### config.mk
export PLATFORM = sky130hd
export DESIGN_NAME = sram_read_arbiter
export DESIGN_NICKNAME = d
export VERILOG_FILES = /design/src/rtl/sram_pkg.sv /design/src/rtl/sram_rr_pick.sv /design/src/rtl/sram_read_arbiter.sv
export SDC_FILE = /design/constraint.sdc
export NUM_CORES = 1
export LEC_CHECK = 0
export ABC_CLOCK_PERIOD_IN_PS = 2900
export BUFFER_PORTS_ARGS = -buffer_cell sky130_fd_sc_hd__buf_4
export CAP_MARGIN = 10
export CORE_AREA = 2 2 72 74
export DETAILED_ROUTE_END_ITERATION = 8
export DIE_AREA = 0 0 74 76
export PLACE_DENSITY_LB_ADDON = 0.12
export SETUP_SLACK_MARGIN = 0.4
export SLEW_MARGIN = 20
export SYNTH_ARGS = -nofsm -noshare
export SYNTH_HDL_FRONTEND = slang
export SYNTH_SLANG_ARGS = --single-unit
### constraint.sdc
create_clock -name i_clk -period 2.9 [get_ports i_clk]
set_input_delay 0 -clock i_clk [delete_from_list [all_inputs] [get_ports i_clk]]
set_output_delay 0 -clock i_clk [all_outputs]
set_load 0.02 [all_outputs]
### src/rtl/sram_pkg.sv
// Shared types and constants for the SRAM read arbiter: FSM states, default
// bus widths, tied-off control pin levels and the round-robin index helper.
package sram_pkg;

   typedef enum logic [1:0] {
      StIdle,
      StSetup,
      StStrobe,
      StDone
   } sram_rd_state_t;

   localparam int unsigned DefaultAw = 20;
   localparam int unsigned DefaultDw = 16;

   localparam logic CeTie = 1'b0;
   localparam logic UbTie = 1'b0;
   localparam logic LbTie = 1'b0;
   localparam logic WeTie = 1'b1;

   function automatic int unsigned rr_idx(input int unsigned ptr, input int unsigned k,
                                          input int unsigned n);
      return (ptr + k) % n;
   endfunction

endpackage

### src/rtl/sram_rr_pick.sv
// Combinational round-robin selector: the first high request after the
// pointer position wins; purely combinational.
module sram_rr_pick
   import sram_pkg::*;
#(
   parameter int unsigned NREQ = 2,
   localparam int unsigned PW = $clog2(NREQ)
) (
   input  logic [NREQ-1:0] i_req,
   input  logic [PW-1:0]   i_ptr,
   output logic [NREQ-1:0] o_winner,
   output logic            o_any
);

   logic [PW-1:0] w_idx;

   always_comb begin
      o_winner = '0;
      o_any    = 1'b0;
      w_idx    = '0;
      for (int unsigned k = 1; k <= NREQ; k++) begin
         w_idx = PW'(rr_idx(32'(i_ptr), k, NREQ));
         if (!o_any && i_req[w_idx]) begin
            o_winner[w_idx] = 1'b1;
            o_any           = 1'b1;
         end
      end
   end

endmodule

### src/rtl/sram_read_arbiter.sv
// Round-robin arbiter sharing one asynchronous SRAM read port between NREQ
// requesters; each read takes WAIT+2 cycles and the next grant may overlap DONE.
module sram_read_arbiter
   import sram_pkg::*;
#(
   parameter int unsigned NREQ = 2,
   parameter int unsigned AW   = DefaultAw,
   parameter int unsigned DW   = DefaultDw,
   parameter int unsigned WAIT = 2
) (
   input  logic              i_clk,
   input  logic              i_rst_n,
   input  logic [NREQ-1:0]   i_req,
   input  logic [NREQ*AW-1:0] i_addr,
   output logic [NREQ-1:0]   o_gnt,
   output logic [NREQ-1:0]   o_rvalid,
   output logic [DW-1:0]     o_rdata,
   output logic              o_ce,
   output logic              o_ub,
   output logic              o_lb,
   output logic              o_we,
   output logic              o_oe,
   output logic [AW-1:0]     o_sram_addr,
   input  logic [DW-1:0]     i_data
);

   localparam int unsigned PW = $clog2(NREQ);
   localparam int unsigned CW = (WAIT > 1) ? $clog2(WAIT) : 1;
   localparam logic [CW-1:0] WaitLoad = CW'(WAIT - 1);
   localparam logic [PW-1:0] PtrRst   = PW'(NREQ - 1);

   if (WAIT == 0) begin : g_wait_chk
      $error("sram_read_arbiter: WAIT must be at least 1");
   end

   sram_rd_state_t r_state, w_state_d;
   logic [CW-1:0]   r_cnt;
   logic [PW-1:0]   r_owner, r_ptr, w_pick_ptr, w_win_idx;
   logic [AW-1:0]   r_sram_addr, w_addr_sel;
   logic [DW-1:0]   r_rdata;
   logic [NREQ-1:0] w_winner;
   logic            w_any, w_arb, w_grant;

   // DONE arbitrates against the just-finished owner, not the stale pointer.
   assign w_pick_ptr = (r_state == StDone) ? r_owner : r_ptr;

   sram_rr_pick #(
      .NREQ(NREQ)
   ) u_pick (
      .i_req   (i_req),
      .i_ptr   (w_pick_ptr),
      .o_winner(w_winner),
      .o_any   (w_any)
   );

   always_comb begin
      w_win_idx = '0;
      for (int unsigned i = 0; i < NREQ; i++) begin
         if (w_winner[i]) w_win_idx = PW'(i);
      end
   end

   assign w_addr_sel = i_addr[32'(w_win_idx) * AW +: AW];

   always_comb begin
      w_state_d = r_state;
      w_arb     = 1'b0;
      o_gnt     = '0;
      o_rvalid  = '0;
      o_oe      = 1'b1;
      unique case (r_state)
         StIdle:   w_arb = 1'b1;
         StSetup:  w_state_d = StStrobe;
         StStrobe: begin
            o_oe = 1'b0;
            if (r_cnt == '0) w_state_d = StDone;
         end
         StDone: begin
            o_rvalid[r_owner] = 1'b1;
            w_arb             = 1'b1;
         end
         default:  w_state_d = StIdle;
      endcase
      // Gate with reset so no grant leaks out while reset is held.
      w_grant = w_arb && w_any && i_rst_n;
      if (w_arb) w_state_d = w_any ? StSetup : StIdle;
      if (w_grant) o_gnt = w_winner;
   end

   always_ff @(posedge i_clk or negedge i_rst_n) begin
      if (!i_rst_n) begin
         r_state     <= StIdle;
         r_cnt       <= '0;
         r_owner     <= '0;
         r_ptr       <= PtrRst;
         r_sram_addr <= '0;
         r_rdata     <= '0;
      end else begin
         r_state <= w_state_d;
         if (r_state == StSetup) begin
            r_cnt <= WaitLoad;
         end else if (r_state == StStrobe && r_cnt != '0) begin
            r_cnt <= r_cnt - CW'(1);
         end
         if (r_state == StStrobe && r_cnt == '0) r_rdata <= i_data;
         if (r_state == StDone) r_ptr <= r_owner;
         if (w_grant) begin
            r_owner     <= w_win_idx;
            r_sram_addr <= w_addr_sel;
         end
      end
   end

   assign o_rdata     = r_rdata;
   assign o_sram_addr = r_sram_addr;
   assign o_ce        = CeTie;
   assign o_ub        = UbTie;
   assign o_lb        = LbTie;
   assign o_we        = WeTie;

endmodule

## Word-level counts from Yosys, hierarchy flattened

Cells that the tools add are included.

- $add $sub $neg: 3
- Multipliers: 1
- Div/mod/pow operators: 0
- $lt $le $gt $ge: 6
- Eq/ne operators: 4
- Shift-type cells: 1
- Multiplexer cells: 26
- Bitwise logic cells: 2
- Reduce and logical (&&, ||, !) cells: 14

Operators with widths:

| cell | count |
|---|---|
| 40-bit by 7-bit variable part select with 20-bit output | 1 |
| 1-bit 2-to-1 mux | 16 |
| 2-bit 2-to-1 mux | 6 |
| 1-bit logical AND | 8 |
| 1-bit by 2-bit less-than comparator with 1-bit output (second input constant) | 3 |
| 2-bit == test (second input constant) | 2 |
| 1-bit by 3-bit multiplier with 4-bit output (second input constant) | 1 |
| 2-bit case mux with 2 select lines | 1 |
| 1-bit demux with 1-bit select | 3 |
| 1-bit greater-or-equal comparator (second input constant) | 3 |
| 3-bit != test (second input constant) | 1 |
| 3-bit nonzero test | 1 |
| 1-bit adder (second input constant) | 2 |
| 2-bit by 1-bit == test with 1-bit output (second input constant) | 1 |
| 2-bit zero test | 1 |
| 2-bit OR | 1 |
| 2-bit AND reduction | 1 |
| 2-bit nonzero test | 1 |
| 2-bit OR reduction | 1 |
| 1-bit zero test | 1 |
| 1-bit NOT | 1 |
| 1-bit subtractor (second input constant) | 1 |

- Register bits after elaboration: 41
- Bits in latches: 0
- Memory bits (writable): 0
- Memory bits (read-only): 0
- Output and inout port bits: 45
- Word-level logic and storage cells: 63
- Memories kept: 0

## Depth between registers and ports, before layout

- Depth in word-level cells: 13
- Gate-level depth with buffers: 7

## Cells and area by module

Synthesis repeated with hierarchy kept, for this count alone.

- Cells, all modules: 160
- Area, all modules: 1964.4 um^2

By module, submodules not included:

| module | times used | cells an instance | area an instance (um^2) | seq. area each (um^2) |
|---|---|---|---|---|
| sram_read_arbiter | 1 | 156 | 1939.4 | 1027.2 |
| sram_rr_pick | 1 | 4 | 25.0 | 0.0 |

## Worst setup path after synthesis

OpenSTA, ideal clock, no wires.

- Path type: reg-to-output
- Start point: reg r_state[0]
- End point: out o_gnt[0]
- Arrival: 1.777 ns
- Data required time: 2.900 ns
- Path slack: 1.123 ns
- Stages on the path, launching flop included: 7
- Cell sequence: dfrtp_1 > inv_1 > ha_1 > buf_2 > o211ai_1 > buf_2 > a211oi_1

- Cells in the longest elaborated chain, start to end: 12

RTL lines:

| item | RTL line | source |
|---|---|---|
| from (decl) | sram_read_arbiter.sv:36 | `sram_rd_state_t r_state, w_state_d;` |
| from (signal assigned) | sram_read_arbiter.sv:92 | `r_state <= StIdle;` |
| from (signal assigned) | sram_read_arbiter.sv:99 | `r_state <= w_state_d;` |
| parallel branches: the longest is 11 deep, another holds 1-bit by 2-bit less-than comparator with 1-bit output | n/a |  |
| 2-bit 2-to-1 mux (*) | sram_read_arbiter.sv:87 | `if (w_grant) o_gnt = w_winner;` |
| to (decl) | sram_read_arbiter.sv:15 | `output logic [NREQ-1:0] o_gnt,` |

Mark *: on every way between the ends. The select of a mux whose other input is x is not followed.

## Final worst setup path

Ends and elaborated chain as after synthesis.

==> flow_summary.ini <==
[run_status]
run_status = finished clean

[synthesis]
synth_top_family_by_area = compound AO/OA/AOI/OAI gates
postSynthCellCount = 215
synth_compound_area_share_pct = 26.7
synth_adder_area_share_pct = 2.16
avgSynthCellArea_sq_um = 10.8
synth_xor_area_share_pct = 0
yosysUniqueCellTypes = 30
ys_seq_area_share_pct = 44.3
ys_seq_elements = 41
ys_warn_count = 0
muxShareOfSynthArea_pct = 8.36
yosys.area_share.simple_pct = 7.71
synth_area_sq_mm = 0.00232

[timing]
slew_viol_final = 0
fin_setup_tns_ps = 0
slew_headroom_pct = 33.5
rsz0062_at_grt = no
fmax_ghz = 0.449
hold_viol = 0
skew_ps = 8.44
worst_slack_ps = 671
post-route-period-util_pct = 76.9
finalSetupViolCount = 0
fin_crit_ps = 2230
max_slew.worst_pin.slew_ps = 996

[placement]
io_buffers = 100
place_congestion = 0.760
dpl.hpwl_um = 4120
dp_slack_ps = 835

[pwr]
p_leak_nw = 1.67
ir_worst_vdd_uv = 735
p_per_area_mw_per_mm2 = 1050

[job]
max-cap-violations = 0

[detailed_routing]
vias_per_cell = 5.36
ant_nets = 0
wl_per_cell_um = 15.5
num_vias = 2103
route.detailed.drc = 0
wl_um = 6090
drt_iter0_drc = 119
dr.pass1.iters = 4

[hold_path]
whs_path_depth = 4
worstHoldStart = i_addr[23]
min_path_type = primary input to flop
hold-path-endpoint = o_sram_addr[3]$_DFFE_PN0P_

[final_layout]
nNetsFinal = 385
drive_gt1_share_pct = 43.2
multi_input_area_sq_mm = 0.00107
layout_commonest_cell = buf_4
area_growth_pct = 46.0
most-common-layout-cells = 107 x buf_4, 40 x dfrtp_1, 22 x inv_1
regArea_sq_mm = 0.00103
nFillCells = 402
finish.utilization_pct = 69.0
antenna_cells = 0

[setup_path]
path_cells = inv_1 > ha_2 > o211ai_1 > buf_4 > a211oi_1 > buf_4
rr_worst_depth = 5
cpMaxStageDelayCell = ha_2
cp.arrival_ps = 2230
critPathRequiredTime_ps = 2900
crit_buf_inv = 3
crit_type = flop to primary output
worst_setup_path_start_kind = flop
max_stage_delay_ps = 460
worstPathMaxFanout = 19
cpLargestDelayFamily = buffers and inverters
cpMostUsedCell = buf_4
crit_cells = 6
r2r_end = o_sram_addr[9]$_DFFE_PN0P_
endpoint_kind = primary output
r2r_slack_ps = 800
r2r-start = r_state[1]$_DFFE_PN0P_

[grt]
grt.overflow.total = 0
grt_max_degree = 45
grt_pass1_wl_um = 9850
antenna_found_initial = 0
grt_pass1_vias = 2095
grt_use_total_pct = 22.3

[clock_tree]
clock-sinks = 41
cts_tree = done
cts_inserted_buffers = 5
clock-root-buffer = clkbuf_8
htree_levels = 2
clock_tree.buffer_depth = 2
clk_latency_ps = 300
path_clk_slew_ps = 80

[floorplan]
start_util_pct = 47.2
die_width_um = 74
io_pins = 105
die_h_um = 76
core-area_sq_mm = 0.00491
rows = 26
fp.dieArea_sq_mm = 0.00562
through the flow:
stage	cell area, sq um	hold slack, ps	total power [mW]	cells
6_report	3390	105	3.56	392
5_1_grt	3390	124	3.79	392
4_1_cts	3390	90.1	3.58	392
3_5_place_dp	3080	-101	2.98	367
3_3_place_gp	3080	-102	2.95	367
2_1_floorplan	2330	-296	2.27	217
worst min-delay path: cells and delay by family:
family                 cells  cell delay [ps]
and+or+nand+nor            1               80
AOI/OAI and AO/OA          2              220
buffers and inverters      1               80
where the power goes:
part           switching [mW]  internal [mW]
Sequential              0.178          0.865
Combinational            1.11          0.845
Clock                   0.213          0.347
Total                    1.50           2.06
cells in the mapped netlist:
master	n	area share, %
o32a_1	1	0.43
o211ai_1	2	0.65
inv_2	2	0.32
clkinv_1	1	0.16
buf_6	2	0.97
mux2_1	16	7.8
a211o_1	20	7.5
o21ai_1	2	0.43
buf_4	5	1.6
a211oi_1	1	0.32
nor2_2	1	0.27
dfstp_2	1	1.1
and2_1	1	0.27
nor2_1	1	0.16
a2111oi_2	18	12
inv_1	22	3.6
nor2b_1	2	0.54
clkbuf_1	9	1.5
dfrtp_1	40	43
nand2_1	5	0.81
a21oi_1	20	4.3
conb_1	2	0.32
ha_1	4	2.2
mux2i_2	1	0.59
nand4_1	20	5.4
a22oi_1	1	0.32
a2111oi_0	2	0.75
a21o_1	1	0.32
buf_2	11	2.4
nand2b_1	1	0.27
cells by family (layout without fill, tap and decap cells):
group	after synthesis	after routing
buffers and inverters	52	157
AND/OR/NAND/NOR	31	31
multiplexers	17	17
flip-flops	41	41
AO/OA/AOI/OAI	68	68
adder cells (fa/ha/maj)	4	4
other	2	4
worst max path at each step:
stage                           startpoint                    endpoint  slack (ps)
CTS                 r_state[0]$_DFFE_PN0P_                    o_gnt[0]         530
detailed placement  r_state[1]$_DFFE_PN0P_  o_sram_addr[9]$_DFFE_PN0P_         840
global placement    r_state[0]$_DFFE_PN0P_  o_sram_addr[4]$_DFFE_PN0P_         880
finish              r_state[0]$_DFFE_PN0P_                    o_gnt[0]         670
global route        r_state[0]$_DFFE_PN0P_                    o_gnt[0]         480
floorplan           r_state[0]$_DFFE_PN0P_                    o_gnt[0]        1120
sequential cells by signal, indices dropped and copies added (netlist names):
name,flops
o_sram_addr,20
r_cnt,1
r_ptr,1
r_state,2
o_rdata,16
r_owner,1
layer usage:
layer	vias to the layer above	GRT usage, %	wire length, um
li1	1006	-	-
met1	992	28.9	2560
met2	97	36.1	2950
met3	8	7.28	522
met4	0	4.91	64
met5	-	0	0
layout make-up:
| cell class | count | area share, % |
|---|---|---|
| repair buffers | 124 | 28.7 |
| flip-flops and latches | 41 | 30.3 |
| multi-input cells | 124 | 31.6 |
| clock inverters | 3 | 2.03 |
| inverters | 25 | 2.77 |
| well taps | 70 | 2.58 |
| clock buffers | 5 | 2.03 |
repair_timing:
action | 4_1_cts | 5_1_grt
hold endpoints to repair | 29 | 0
gates resized for setup | 0 | 1
hold buffers | 17 | 0
setup buffers | 0 | 0
endpoints found under the setup margin | 0 | 1
No activity file was read; power rests on OpenSTA's default activity.
